[config.mk]
export PLATFORM = sky130hd
export DESIGN_NAME = booth_mul_seq_flat
export DESIGN_NICKNAME = d
export VERILOG_FILES = /design/src/rtl/booth_mul_seq_if.sv /design/src/rtl/booth_mul_seq.sv /design/src/flat_wrapper.sv
export SDC_FILE = /design/constraint.sdc
export NUM_CORES = 1
export LEC_CHECK = 0
export ABC_AREA = 1
export CORE_ASPECT_RATIO = 0.8
export CORE_MARGIN = 3
export CORE_UTILIZATION = 30
export DETAILED_ROUTE_END_ITERATION = 6
export PLACE_DENSITY_LB_ADDON = 0.15
export SYNTH_ARGS = -nofsm -noshare
export SYNTH_HDL_FRONTEND = slang
export SYNTH_SLANG_ARGS = --single-unit
[constraint.sdc]
create_clock -name clk -period 3.6 [get_ports clk]
set_clock_uncertainty 0.2 [all_clocks]
set_input_delay 0.72 -clock clk [delete_from_list [all_inputs] [get_ports clk]]
set_output_delay 0.72 -clock clk [all_outputs]
set_load 0.005 [all_outputs]
[src/rtl/booth_mul_seq_if.sv]
// Handshake bundle between the ALU controller (master) and the Booth multiplier (slave).
interface booth_mul_seq_if #(
    parameter int WIDTH = 32
);
    logic                   start;
    logic                   signed_mode;
    logic [WIDTH-1:0]       multiplicand;
    logic [WIDTH-1:0]       multiplier;
    logic                   busy;
    logic                   done;
    logic [2*WIDTH-1:0]     product;

    modport master (
        output start, signed_mode, multiplicand, multiplier,
        input  busy, done, product
    );

    modport slave (
        input  start, signed_mode, multiplicand, multiplier,
        output busy, done, product
    );
endinterface

[src/rtl/booth_mul_seq.sv]
// Sequential radix-2 Booth multiplier: one shared adder, WIDTH+1 iterations,
// signed or unsigned operands chosen per operation, product held until the next accept.
module booth_mul_seq #(
    parameter int WIDTH = 32
) (
    input  logic            clk,
    input  logic            rst,
    booth_mul_seq_if.slave  bus
);
    // Operands are extended by one bit so unsigned values behave as positive
    // signed numbers; the accumulator gets one more bit so A - M never overflows.
    localparam int EW = WIDTH + 1;
    localparam int AW = WIDTH + 2;
    localparam int CW = $clog2(WIDTH + 2);

    typedef enum logic [1:0] {S_IDLE, S_RUN, S_DONE} state_t;

    state_t             state_q, state_d;
    logic [EW-1:0]      m_q, m_d;
    logic [EW-1:0]      q_q, q_d;
    logic               qm1_q, qm1_d;
    logic [AW-1:0]      a_q, a_d;
    logic [CW-1:0]      cnt_q, cnt_d;
    logic               busy_q, busy_d;
    logic               done_q, done_d;
    logic [2*WIDTH-1:0] product_q, product_d;

    logic [AW-1:0]      m_sx;
    logic [AW-1:0]      addend;
    logic               cin;
    logic [AW-1:0]      sum;
    logic [AW-1:0]      a_sh;
    logic [EW-1:0]      q_sh;

    // One Booth step: conditional add/subtract of M, then arithmetic shift of {A, Q, q_-1}.
    always_comb begin
        m_sx   = {m_q[EW-1], m_q};
        addend = '0;
        cin    = 1'b0;
        case ({q_q[0], qm1_q})
            2'b01:   addend = m_sx;
            2'b10: begin
                addend = ~m_sx;
                cin    = 1'b1;
            end
            default: addend = '0;
        endcase
        sum  = a_q + addend + AW'(cin);
        a_sh = {sum[AW-1], sum[AW-1:1]};
        q_sh = {sum[0], q_q[EW-1:1]};
    end

    // Next-state logic: accept from IDLE/DONE, iterate in RUN, present the product in DONE.
    always_comb begin
        state_d   = state_q;
        m_d       = m_q;
        q_d       = q_q;
        qm1_d     = qm1_q;
        a_d       = a_q;
        cnt_d     = cnt_q;
        product_d = product_q;
        case (state_q)
            S_RUN: begin
                a_d   = a_sh;
                q_d   = q_sh;
                qm1_d = q_q[0];
                cnt_d = cnt_q - CW'(1);
                if (cnt_q == CW'(1)) begin
                    state_d   = S_DONE;
                    // Low 2*WIDTH bits of {A, Q} after the final shift.
                    product_d = {a_sh[WIDTH-2:0], q_sh};
                end
            end
            default: begin
                if (bus.start) begin
                    m_d     = bus.signed_mode ? {bus.multiplicand[WIDTH-1], bus.multiplicand}
                                              : {1'b0, bus.multiplicand};
                    q_d     = bus.signed_mode ? {bus.multiplier[WIDTH-1], bus.multiplier}
                                              : {1'b0, bus.multiplier};
                    a_d     = '0;
                    qm1_d   = 1'b0;
                    cnt_d   = CW'(WIDTH + 1);
                    state_d = S_RUN;
                end else begin
                    state_d = S_IDLE;
                end
            end
        endcase
        busy_d = (state_d == S_RUN);
        done_d = (state_d == S_DONE);
    end

    // State and registered outputs; reset aborts any operation in flight.
    always_ff @(posedge clk) begin
        if (rst) begin
            state_q   <= S_IDLE;
            m_q       <= '0;
            q_q       <= '0;
            qm1_q     <= 1'b0;
            a_q       <= '0;
            cnt_q     <= '0;
            busy_q    <= 1'b0;
            done_q    <= 1'b0;
            product_q <= '0;
        end else begin
            state_q   <= state_d;
            m_q       <= m_d;
            q_q       <= q_d;
            qm1_q     <= qm1_d;
            a_q       <= a_d;
            cnt_q     <= cnt_d;
            busy_q    <= busy_d;
            done_q    <= done_d;
            product_q <= product_d;
        end
    end

    assign bus.busy    = busy_q;
    assign bus.done    = done_q;
    assign bus.product = product_q;
endmodule

[src/flat_wrapper.sv]
// flat-port wrapper written by rule: the top's interface ports become plain ports
module booth_mul_seq_flat 
#(
    parameter int WIDTH = 32
)
  (clk, rst, bus_start, bus_signed_mode, bus_multiplicand, bus_multiplier, bus_busy, bus_done, bus_product);
  booth_mul_seq_if #(.WIDTH(WIDTH)) bus_i ();
  input  logic clk;
  input  logic rst;
  input wire logic [$bits(bus_i.start)-1:0] bus_start;
  input wire logic [$bits(bus_i.signed_mode)-1:0] bus_signed_mode;
  input wire logic [$bits(bus_i.multiplicand)-1:0] bus_multiplicand;
  input wire logic [$bits(bus_i.multiplier)-1:0] bus_multiplier;
  output wire logic [$bits(bus_i.busy)-1:0] bus_busy;
  output wire logic [$bits(bus_i.done)-1:0] bus_done;
  output wire logic [$bits(bus_i.product)-1:0] bus_product;
  assign bus_i.start = bus_start;
  assign bus_i.signed_mode = bus_signed_mode;
  assign bus_i.multiplicand = bus_multiplicand;
  assign bus_i.multiplier = bus_multiplier;
  assign bus_busy = bus_i.busy;
  assign bus_done = bus_i.done;
  assign bus_product = bus_i.product;
  booth_mul_seq #(.WIDTH(WIDTH)) u_core (.clk(clk), .rst(rst), .bus(bus_i));
endmodule
---- Yosys cells after proc, flatten, opt, wreduce, memory -nomap -nowiden ----
Index checks and enable logic that the tools add are counted.
word-level totals
  flip-flop bits (word level) ............. 175
  latch bits .............................. 0
  RAM bits ................................ 0
  ROM bits ................................ 0
  input port bits ......................... 68
  output and inout bits ................... 66
  logic and storage cells ................. 38
  memories ................................ 0
cells by class
  $add $sub $neg .......................... 3
  multipliers ............................. 0
  divide/modulo/power cells ............... 0
  magnitude comparators ................... 0
  equality and inequality tests ........... 6
  shift operators ......................... 0
  muxes and demuxes ....................... 15
  bitwise operators ....................... 2
  reductions and logical operators ........ 3
operators with widths
  kind                                                  number
  two-way mux 33 bit                                    4
  two-way mux 34 bit                                    2
  case mux 34 bit (2 select lines)                      1
  adder 34 x 1 -> 34 bit                                1
  adder 34 bit                                          1
  NOT 34 bit                                            1
  two-way mux 6 bit                                     2
  equality test 2 x 1 -> 1 bit (second input constant)  3
  equality test 6 x 1 -> 1 bit (second input constant)  1
  subtractor 6 x 1 -> 6 bit (second input constant)     1
  equality test 2 bit (second input constant)           2
  two-way mux 1 bit                                     4
  two-way mux 2 bit                                     2
  AND reduction 2 bit                                   2
  nonzero test 2 bit                                    1
  NOT 1 bit                                             1

---- Logic depth before layout (Yosys ltp) ----
Gate-level depths: netlist (run 1).
  word-level depth ........................ 5
  depth in mapped cells ................... 22
  mapped depth without buffers ............ 21

---- Worst setup path before layout (run 1) ----
Ideal clock, no wire load.
  path kind ............................... register to register
  from .................................... register u_core.q_q[0]
  to ...................................... register u_core.a_q[29]
  library setup time ...................... 0.132 ns
  arrival ................................. 2.652 ns
  required time ........................... 3.268 ns
  slack ................................... 0.616 ns
  cell stages (with the launch flop) ...... 23
  buffers on the path ..................... 1
  clock period less this slack ............ 2.984 ns
  cell sequence ........................... dfxtp_1 -> inv_1 -> nor2_1 -> inv_1 -> clkbuf_1 -> o21ai_0 -> ha_1 -> nand3_1 -> nand2_1 -> inv_1 -> fa_1 -> inv_1 -> nand3_1 -> nand2_1 -> nand2_1 -> nand2_1 -> nand3_1 -> nand2_1 -> nand3_1 -> nand2_1 -> nand2_1 -> nand3_1 -> a21oi_1
between the ends
  longest elaborated chain between the ends .. 5
  elaborated cells between the ends (all ways) .. 7
  classes of those cells .................. add/sub (2); eq/ne (2); mux (3)
ends and longest elaborated chain
  what                                                                 RTL line              source
  from (decl)                                                          booth_mul_seq.sv:20   logic [EW-1:0] q_q, q_d;
  from (signal assigned)                                               booth_mul_seq.sv:108  q_q <= q_d;
  equality test 2 bit or equality test 2 x 1 -> 1 bit (tied branches)  booth_mul_seq.sv:40   case ({q_q[0], qm1_q})
  case mux 34 bit (2 select lines)                                     booth_mul_seq.sv:40
  adder 34 bit                                                         booth_mul_seq.sv:48   sum = a_q + addend + AW'(cin);
  adder 34 x 1 -> 34 bit *                                             booth_mul_seq.sv:48
  two-way mux 34 bit *                                                 booth_mul_seq.sv:62   case (state_q)
  to (signal assigned)                                                 booth_mul_seq.sv:100  a_q <= '0;
  to (signal assigned)                                                 booth_mul_seq.sv:110  a_q <= a_d;
  to (decl)                                                            booth_mul_seq.sv:22   logic [AW-1:0] a_q, a_d;
Every way passes the cells marked *; elsewhere a longest branch is shown, timed or not.
A chain may end at the register's enable or synchronous reset.

---- Worst setup path after layout (run 1) ----
  from .................................... register u_core.q_q[0]
  to ...................................... register u_core.a_q[31]
The elaborated chain is that of the path after synthesis.

==> qor.yml, run 1 <==
status: "completed"
drtPass1Iterations: 6
diodes: 0
peakVddDrop_mv: 0.314
ioPinCount: 134
async_flop_share: 0
hold_viol: 0
rsz0062_at_grt: "no"
syn-num-nets: 1357
cts_sinks: 174
synth_area_per_cell_um2: 6.88
yosysWarnings: 0
synth_common_cells: "nand2_1, dfxtp_1, inv_1, nor2_1, o21ai_0"
clk_path_buf_depth: 2
r2r_slack_ps: 210
crit_path_frequent_cell: "nand2_1"
synth.distinct_cells: 37
p_per_area_nw_per_um2: 410
yosys_register_bits: 174
seq_area_um2: 3480
finalMaxSlewViolations: 0
area_delta_synth_final_pct: 26.8
num_vias: 8377
power_mw: 4.48
wirelength_um: 28200
required_ps: 3760
die_h_um: 158
arrival_ps: 3560
period_needed_ps: 3390
yosys-top-cells-area: "dfxtp_1, nand2_1, o21ai_0, inv_1, ha_1"
synth_top_family_by_area: "simple AND/OR/NAND/NOR gates"
synth-compound-area-share: 0.177
initial_core_util: 0.311
worst_slack_ps: 205
wire_per_inst_um: 16.1
die_w_um: 196
routed_via_density: 4.80
cts_tree: "built"
yosys.area.top_type: "dfxtp_1"
placed_area_um2: 10400
static-leakage-power_nw: 4.67
multi_input_area_um2: 4440
max_stage_delay_ps: 390
setup_viol: 0
gp_congestion: 0.904
die_area_um2: 30800
synthAdderAreaFrac: 0.0531
crit_buf_inv: 3
layout-drive-gt1-share: 0.0478
dp.final_hpwl_um: 20400
final_cell_area_um2: 10900
dp_slack_ps: 235
numCtsBuffers: 17
portBuffers: 133
htreeDepth: 4
setup_tns_ps: 0
seq_area_frac_synth: 0.404
grt_max_degree: 71
synth_top_area_frac: 0.404
fillers: 2963
grt_pass1_vias: 7915
slew_headroom: 0.373
max_freq_ghz: 0.295
worstSkewPairLatency_ps: 440
worstHoldStart: "u_core.bus.product[54]"
ant_nets: 0
crit_slowest_cell: "o21ai_0"
syn_area_um2: 8630
grt-ovfl-total: 0
grt_usage: 0.185
rr_worst_depth: 15
r2r_start: "u_core.q_q[0]"
netlist_instances: 1253
synthFlopType: "dfxtp_1"
synthXorXnorAreaFrac: 0.0152
nets: 1472
post-synth-top-count-cell: "nand2_1"
maxCapViolCount: 0
postCtsSetupRepairBufs: 0
rows: 54
hold_depth: 2
finalCritPeriodShare: 0.943
critPathTopFamily: "compound AO/OA/AOI/OAI gates"
tightest_slew_ps: 939
hold_class: "reg2reg"
start_kind: "flop"
criticalPathCategory: "reg2reg"
antenna_found_initial: 0
path_max_fanout: 24
path_cells: "inv_1 > nor2_2 > inv_2 > buf_4 > o21ai_0 > ha_1 > a21oi_1 > o21ai_0 > a21oi_1 > nand2_1 > nand2_1 > nand2_1 > nand2_1 > nand3_1 > a21oi_1"
core_um2: 27800
clk_pin_slew_worst_paths_ps: 70
synth_enable_flop_cells: 0
drc_errors: 0
synthMuxAreaShare: 0
r2r-end: "u_core.a_q[31]"
grt_first_pass_wirelength_um: 44900
endpoint_kind: "flop"
utilization: 0.394
cts_root_buf: "clkbuf_16"
hold_path_end: "u_core.bus.product[54]"
first_iter_violations: 613
synth_simple_gate_area_share: 0.267
## layer usage
| metal | vias to the layer above | track usage | part of all wire |
|---|---|---|---|
| li1 | 4311 | - | - |
| met1 | 3797 | 0.293 | 0.54 |
| met2 | 261 | 0.255 | 0.39 |
| met3 | 8 | 0.0402 | 0.069 |
| met4 | 0 | 0.0336 | 0.0055 |
| met5 | - | 0 | 0 |
## sequential cells by signal, indices dropped and copies added, names as in the netlist
name and cells:
u_core.bus.busy 1, u_core.q_q 33, u_core.bus.product 64, u_core.cnt_q 6, u_core.bus.done 1, u_core.m_q 33, u_core.qm1_q 1, u_core.a_q 33
u_core.state_q 2
## stage by stage
stage                     std cells  hold slack, ps
after CTS                      1745             257
after global placement         1713             243
final                          1745             255
after floorplan                1253             247
after global routing           1745             274
after detailed placement       1713             246
## area by class of cell
cell class / count / area share
Clock buffer: 24 / 0.0431
Clock inverter: 8 / 0.00755
Inverter: 139 / 0.0477
Multi-Input combinational cell: 887 / 0.406
Sequential cell: 174 / 0.319
Tap cell: 364 / 0.0416
Timing Repair Buffer: 149 / 0.135
## cells in the final DEF (no fill, tap or decap), types with 4 or more instances in the layout
cell / synthesis / routed
nor2_1: 111 / 109
o21ai_0: 111 / 111
nor3_1: 14 / 14
clkdlybuf4s50_1: 0 / 133
clkbuf_16: 0 / 17
clkbuf_1: 39 / 5
xor2_1: 6 / 5
a21oi_1: 77 / 77
xnor2_1: 9 / 9
nand2_1: 355 / 355
inv_1: 134 / 133
nand3_1: 64 / 64
dfxtp_1: 174 / 173
buf_4: 0 / 14
o221ai_1: 5 / 5
o22ai_1: 5 / 5
a22oi_1: 11 / 11
o21ai_1: 22 / 22
ha_1: 35 / 35
or2_2: 9 / 9
nor2_4: 1 / 4
nand4_1: 4 / 4
inv_2: 3 / 5
a22o_1: 14 / 14
o211ai_1: 14 / 14
## power by group
part	internal (mW)	switching (mW)	total [mW]	leakage (nW)
registers	2.01	0.0596	2.07	1.42
logic	0.234	0.370	0.603	2.99
clock network	0.994	0.809	1.80	0.269
## worst min-delay path, cell delays in order, from the launching register on
cell and delay (ps):
dfxtp_1 310, nand2_1 60, nand2_1 40
## how the worst max path moves through the flow
stage	end	startpoint	cells past startpoint
floorplan	u_core.a_q[29]	u_core.q_q[0]	22
global route	u_core.a_q[27]	u_core.q_q[0]	21
detailed placement	u_core.a_q[11]	u_core.q_q[0]	20
finish	u_core.a_q[31]	u_core.q_q[0]	15
CTS	u_core.a_q[11]	u_core.q_q[0]	20
global placement	u_core.a_q[19]	u_core.q_q[0]	15
## cells by family (layout without fill, tap and decap cells)
family | count (synthesis) | in the layout
and+or+nand+nor | 566 | 566
AOI/OAI and AO/OA | 270 | 270
buffers and inverters | 192 | 320
DFF | 174 | 174
adders and majority gates | 36 | 36
xor gates and xnor gates | 15 | 15
## repair_timing
item / in CTS / in global routing
resized for setup: 0 / 4
hold buffers: 0 / 0
endpoints found under the setup margin: 0 / 27
Note: power is estimated with default switching activity, not from simulation.
==> inputs of run 2 (changes only) <==
CORE_MARGIN = not set   (was 3)
==> run 2 against run 1 <==
  * Count of clock-buffer cells in the layout fell by 6
  * Routed wire length fell by 0.77%
  * Register-to-register slack improved by 30 ps
  * Worst hold slack got worse by 4.6 ps
  * Non-clock buffer count rose by 3
  * First-iteration DRC count fell by 13%
  * Die area fell by 4.5%
  * Sequential share of layout area fell by 0.21 points
  * Cell area rose by 0.64%
  * Core utilization fell by 0.47 points
  * Global-route usage rose by 0.96 points
  * Worst setup slack improved by 31 ps
==> qor.yml, run 2 (synthesis results as in run 1) <==
status: "completed"
gp_congestion: 0.915
pwr-share-clk: 0.420
antenna_found_initial: 0
path_cells: "inv_1 > nor2_2 > inv_1 > buf_4 > o21ai_0 > ha_1 > nand2_1 > nor2_1 > inv_1 > nor2_1 > nand4_1 > nand3_1 > xor2_1 > nand2_1 > a21oi_1"
area_delta_synth_final_pct: 27.6
crit_path_frequent_cell: "inv_1"
layout-drive-gt1-share: 0.0506
cts_root_buf: "clkbuf_16"
initial_core_util: 0.305
wire_per_inst_um: 15.9
die_h_um: 154
crit_slowest_cell: "o21ai_0"
drc_errors: 0
setup_viol: 0
wirelength_um: 28000
die_w_um: 192
worstSkewPairLatency_ps: 450
ioPinCount: 134
routed_via_density: 4.73
p_int_mw: 3.35
utilization: 0.389
num_vias: 8289
fillers: 3007
maxCapViolCount: 0
max_stage_delay_ps: 450
peakVddDrop_mv: 0.347
postCtsSetupRepairBufs: 0
hold_viol: 0
required_ps: 3770
endpoint_kind: "flop"
dp_slack_ps: 308
mostFrequentLayoutCell: "nand2_1"
p_seq_frac: 0.449
cts_tree: "built"
final_cell_area_um2: 11000
first_iter_violations: 531
arrival_ps: 3530
ant_nets: 0
grt_first_pass_wirelength_um: 43600
p_sw_mw: 1.27
top_usage_layer: "met1"
power_mw: 4.62
hold_class: "reg2reg"
grt_max_degree: 71
setup_tns_ps: 0
max_freq_ghz: 0.297
grt_usage: 0.195
holdWs_ps: 251
grt_use_met2: 0.251
nets: 1475
rows: 55
dp.cells: 1722
grt-ovfl-total: 0
criticalPathCategory: "reg2reg"
drtPass1Iterations: 5
globalRouteMet1Util: 0.315
met3_usage: 0.0393
layout.cells.non_filler: 1754
clk_path_buf_depth: 2
finalCritPeriodShare: 0.934
layout_common_cells: "nand2_1, dfxtp_1, inv_1, clkdlybuf4s50_1, o21ai_0"
clk_pin_slew_worst_paths_ps: 70
dp.final_hpwl_um: 20200
worst_slack_ps: 237
htreeDepth: 4
grt_pass1_vias: 7693
start_kind: "flop"
numCtsBuffers: 17
slew_headroom: 0.500
tightest_slew_ps: 750
core_um2: 28300
placed_area_um2: 10400
path_max_fanout: 31
die_area_um2: 29400
period_needed_ps: 3360
largest_reg_flops: 64
static-leakage-power_nw: 4.71
combPwrFrac: 0.131
cts_sinks: 174
rsz0062_at_grt: "no"
finalMaxSlewViolations: 0
p_sw_frac: 0.275
diodes: 0
portBuffers: 133
p_per_area_nw_per_um2: 420
==> run 2: cell types whose count changed in the layout (fill, tap and decap cells not counted), moves of 2 or more <==
cell       delta
bufinv_16     +2
inv_6         +3
clkbuf_1      -4
buf_4         +3
clkbuf_8      -2
==> run 2: critical path, delay by kind of cell, from the launching register on <==
kind,cells,cell delay [ps]
buf+inv,4,460
simple gates,7,1080
compound gates,2,590
fa+ha+maj,1,300
flops,1,390
xor+xnor,1,260
==> run 2: cell type report <==
class	count	area (µm²)	share of cell area
clock buffer	18	429	0.0390
clock inverter	14	179	0.0163
tap	370	463	0.0421
sequential	174	3480	0.317
inverter	139	522	0.0474
timing repair buffer	152	1500	0.136
multi-input combinational	887	4430	0.403
==> run 2: worst paths after layout <==
kind	startpoint	end	slack [ps]	cells after the start
max	u_core.q_q[0]	u_core.a_q[19]	240	15
min	u_core.bus.product[54]	u_core.bus.product[54]	250	2
max reg2reg	u_core.q_q[0]	u_core.a_q[19]	240	15
min reg2reg	u_core.bus.product[54]	u_core.bus.product[54]	250	2
==> run 2: timing repair <==
action / in CTS / in global routing
hold buffers: 0 / 0
setup endpoints to repair: 0 / 4
hold endpoints to repair: 0 / 0
gates resized for setup: 0 / 2
==> run 2: layer usage <==
metal,vias to the layer above,wire [µm]
met3,24,1430
li1,4314,-
met1,3761,15600
met4,0,336
met5,-,0
met2,190,10500
==> run 2: power by group through the flow <==
stage | Clock [mW] | Sequential [mW] | Combinational (mW)
floorplan | 0 | 2.09 | 0.357
CTS | 2.00 | 2.07 | 0.609
detailed placement | 0 | 2.12 | 0.605
global placement | 0 | 2.12 | 0.606
global route | 2.08 | 2.08 | 0.678
finish | 1.94 | 2.07 | 0.605
==> inputs of run 3 (changes only) <==
CAP_MARGIN = 10   (was not set)
PLACE_DENSITY_LB_ADDON = 0.12   (was 0.15)
clock period = 3.74 ns   (was 3.6 ns; I/O delays follow)
==> run 3 against run 2 <==
  * Critical path depth rose by 2
  * Cell area fell by 0.25%
  * Maximum frequency fell by 0.50%
  * Die area did not move
  * Worst setup slack improved by 120 ps
  * Critical endpoint is now u_core.a_q[20]
  * Core utilization fell by 0.097 points
  * Sequential power fell by 4%
  * Routed wire length rose by 0.38%
==> qor.yml, run 3 (synthesis results as in run 1) <==
status: "completed"
wire_per_inst_um: 16.1
antenna_found_initial: 0
ant_nets: 0
portBuffers: 133
finalMaxSlewViolations: 0
die_area_um2: 29400
hold_viol: 0
drtPass1Iterations: 6
period_needed_ps: 3380
num_vias: 8274
placed_area_um2: 10300
p_per_area_nw_per_um2: 415
initial_core_util: 0.305
numCtsBuffers: 17
setup_tns_ps: 0
mostFrequentLayoutCell: "nand2_1"
diodes: 0
die_w_um: 192
wirelength_um: 28100
dp.final_hpwl_um: 20200
holdWs_ps: 250
crit_buf_inv: 4
die_h_um: 154
grt_max_degree: 66
hold_depth: 2
nets: 1467
clk_path_buf_depth: 2
maxCapViolCount: 0
drc_errors: 0
dp_slack_ps: 429
r2r_slack_ps: 360
ioPinCount: 134
start_kind: "flop"
hold_buffers: 0
endpoint_kind: "flop"
largest_reg_flops: 64
cts_sinks: 174
grt-ovfl-total: 0
finalCritPeriodShare: 0.904
hold_class: "reg2reg"
max_stage_delay_ps: 490
crit_slowest_cell: "o21ai_0"
tightest_slew_ps: 974
r2r_start: "u_core.q_q[0]"
cts_root_buf: "clkbuf_16"
rr_worst_depth: 17
core_um2: 28300
required_ps: 3910
setup_viol: 0
max_freq_ghz: 0.296
rsz0062_at_grt: "no"
grt_usage: 0.195
arrival_ps: 3550
first_iter_violations: 588
cts_resized: 0
grt_pass1_vias: 7650
power_mw: 4.56
static-leakage-power_nw: 4.69
grt_first_pass_wirelength_um: 43700
path_cells: "inv_1 > nor2_1 > inv_1 > buf_4 > o21ai_0 > ha_1 > nand2_1 > nand2_1 > nand2_1 > nand2_1 > a21oi_1 > nand2_1 > a21oi_1 > inv_1 > nand2_1 > nand3_1 > a21oi_1"
layout.cells.non_filler: 1746
path_max_fanout: 31
crit_path_frequent_cell: "nand2_1"
layout_common_cells: "nand2_1, dfxtp_1, inv_1, clkdlybuf4s50_1, o21ai_0"
routed_via_density: 4.74
fillers: 3048
r2r-end: "u_core.a_q[20]"
worst_slack_ps: 360
peakVddDrop_mv: 0.324
worstSkewPairLatency_ps: 450
final_cell_area_um2: 11000
utilization: 0.388
htreeDepth: 4
gp_congestion: 0.930
area_delta_synth_final_pct: 27.3
worstHoldStart: "u_core.bus.product[54]"
slew_headroom: 0.349
layout-drive-gt1-share: 0.0436
critPathTopFamily: "compound AO/OA/AOI/OAI gates"
hold_path_end: "u_core.bus.product[54]"
cts_tree: "built"
clk_pin_slew_worst_paths_ps: 70
criticalPathCategory: "reg2reg"
rows: 55
dp.cells: 1714
postCtsSetupRepairBufs: 0
[run 3: changes by cell type in the layout (fill, tap and decap cells not counted), sizes merged]
cell | before | now
clkbuf | 18 | 22
clkinv | 5 | 3
clkinvlp | 2 | 1
buf | 19 | 11
bufinv | 3 | 4
inv | 143 | 141
[run 3: final cells by class]
cell class,instances,area [µm²],share of cell area
sequential,174,3480,0.317
timing repair buffer,144,1430,0.130
clock buffer,22,474,0.0432
inverter,139,522,0.0475
tap,370,463,0.0422
clock inverter,10,176,0.0161
multi-input combinational,887,4430,0.404
[run 3: worst max-delay path by stage]
stage,start,to,slack (ps),depth (start not counted)
after floorplan,u_core.q_q[0],u_core.a_q[29],760,22
after global placement,u_core.q_q[0],u_core.a_q[20],480,16
after detailed placement,u_core.q_q[0],u_core.a_q[29],430,21
after CTS,u_core.q_q[0],u_core.a_q[29],410,21
after global routing,u_core.q_q[0],u_core.a_q[29],10,21
final,u_core.q_q[0],u_core.a_q[20],360,17
[run 3: metal layers]
layer / vias up / track usage / share of wire
li1: 4307 / - / -
met1: 3745 / 0.315 / 0.55
met2: 214 / 0.256 / 0.38
met3: 8 / 0.0399 / 0.061
met4: 0 / 0.0393 / 0.0069
met5: - / 0 / 0
[run 3: power breakdown]
part / leakage (nW) / internal (mW) / switching, mW
sequential: 1.42 / 1.94 / 0.0587
clock: 0.315 / 1.19 / 0.804
combinational: 2.95 / 0.218 / 0.356
total: 4.69 / 3.34 / 1.22
[run 3: worst min-delay path, cell delays in order (launching register included)]
cell and delay [ps]:
dfxtp_1 310, nand2_1 60, nand2_1 40
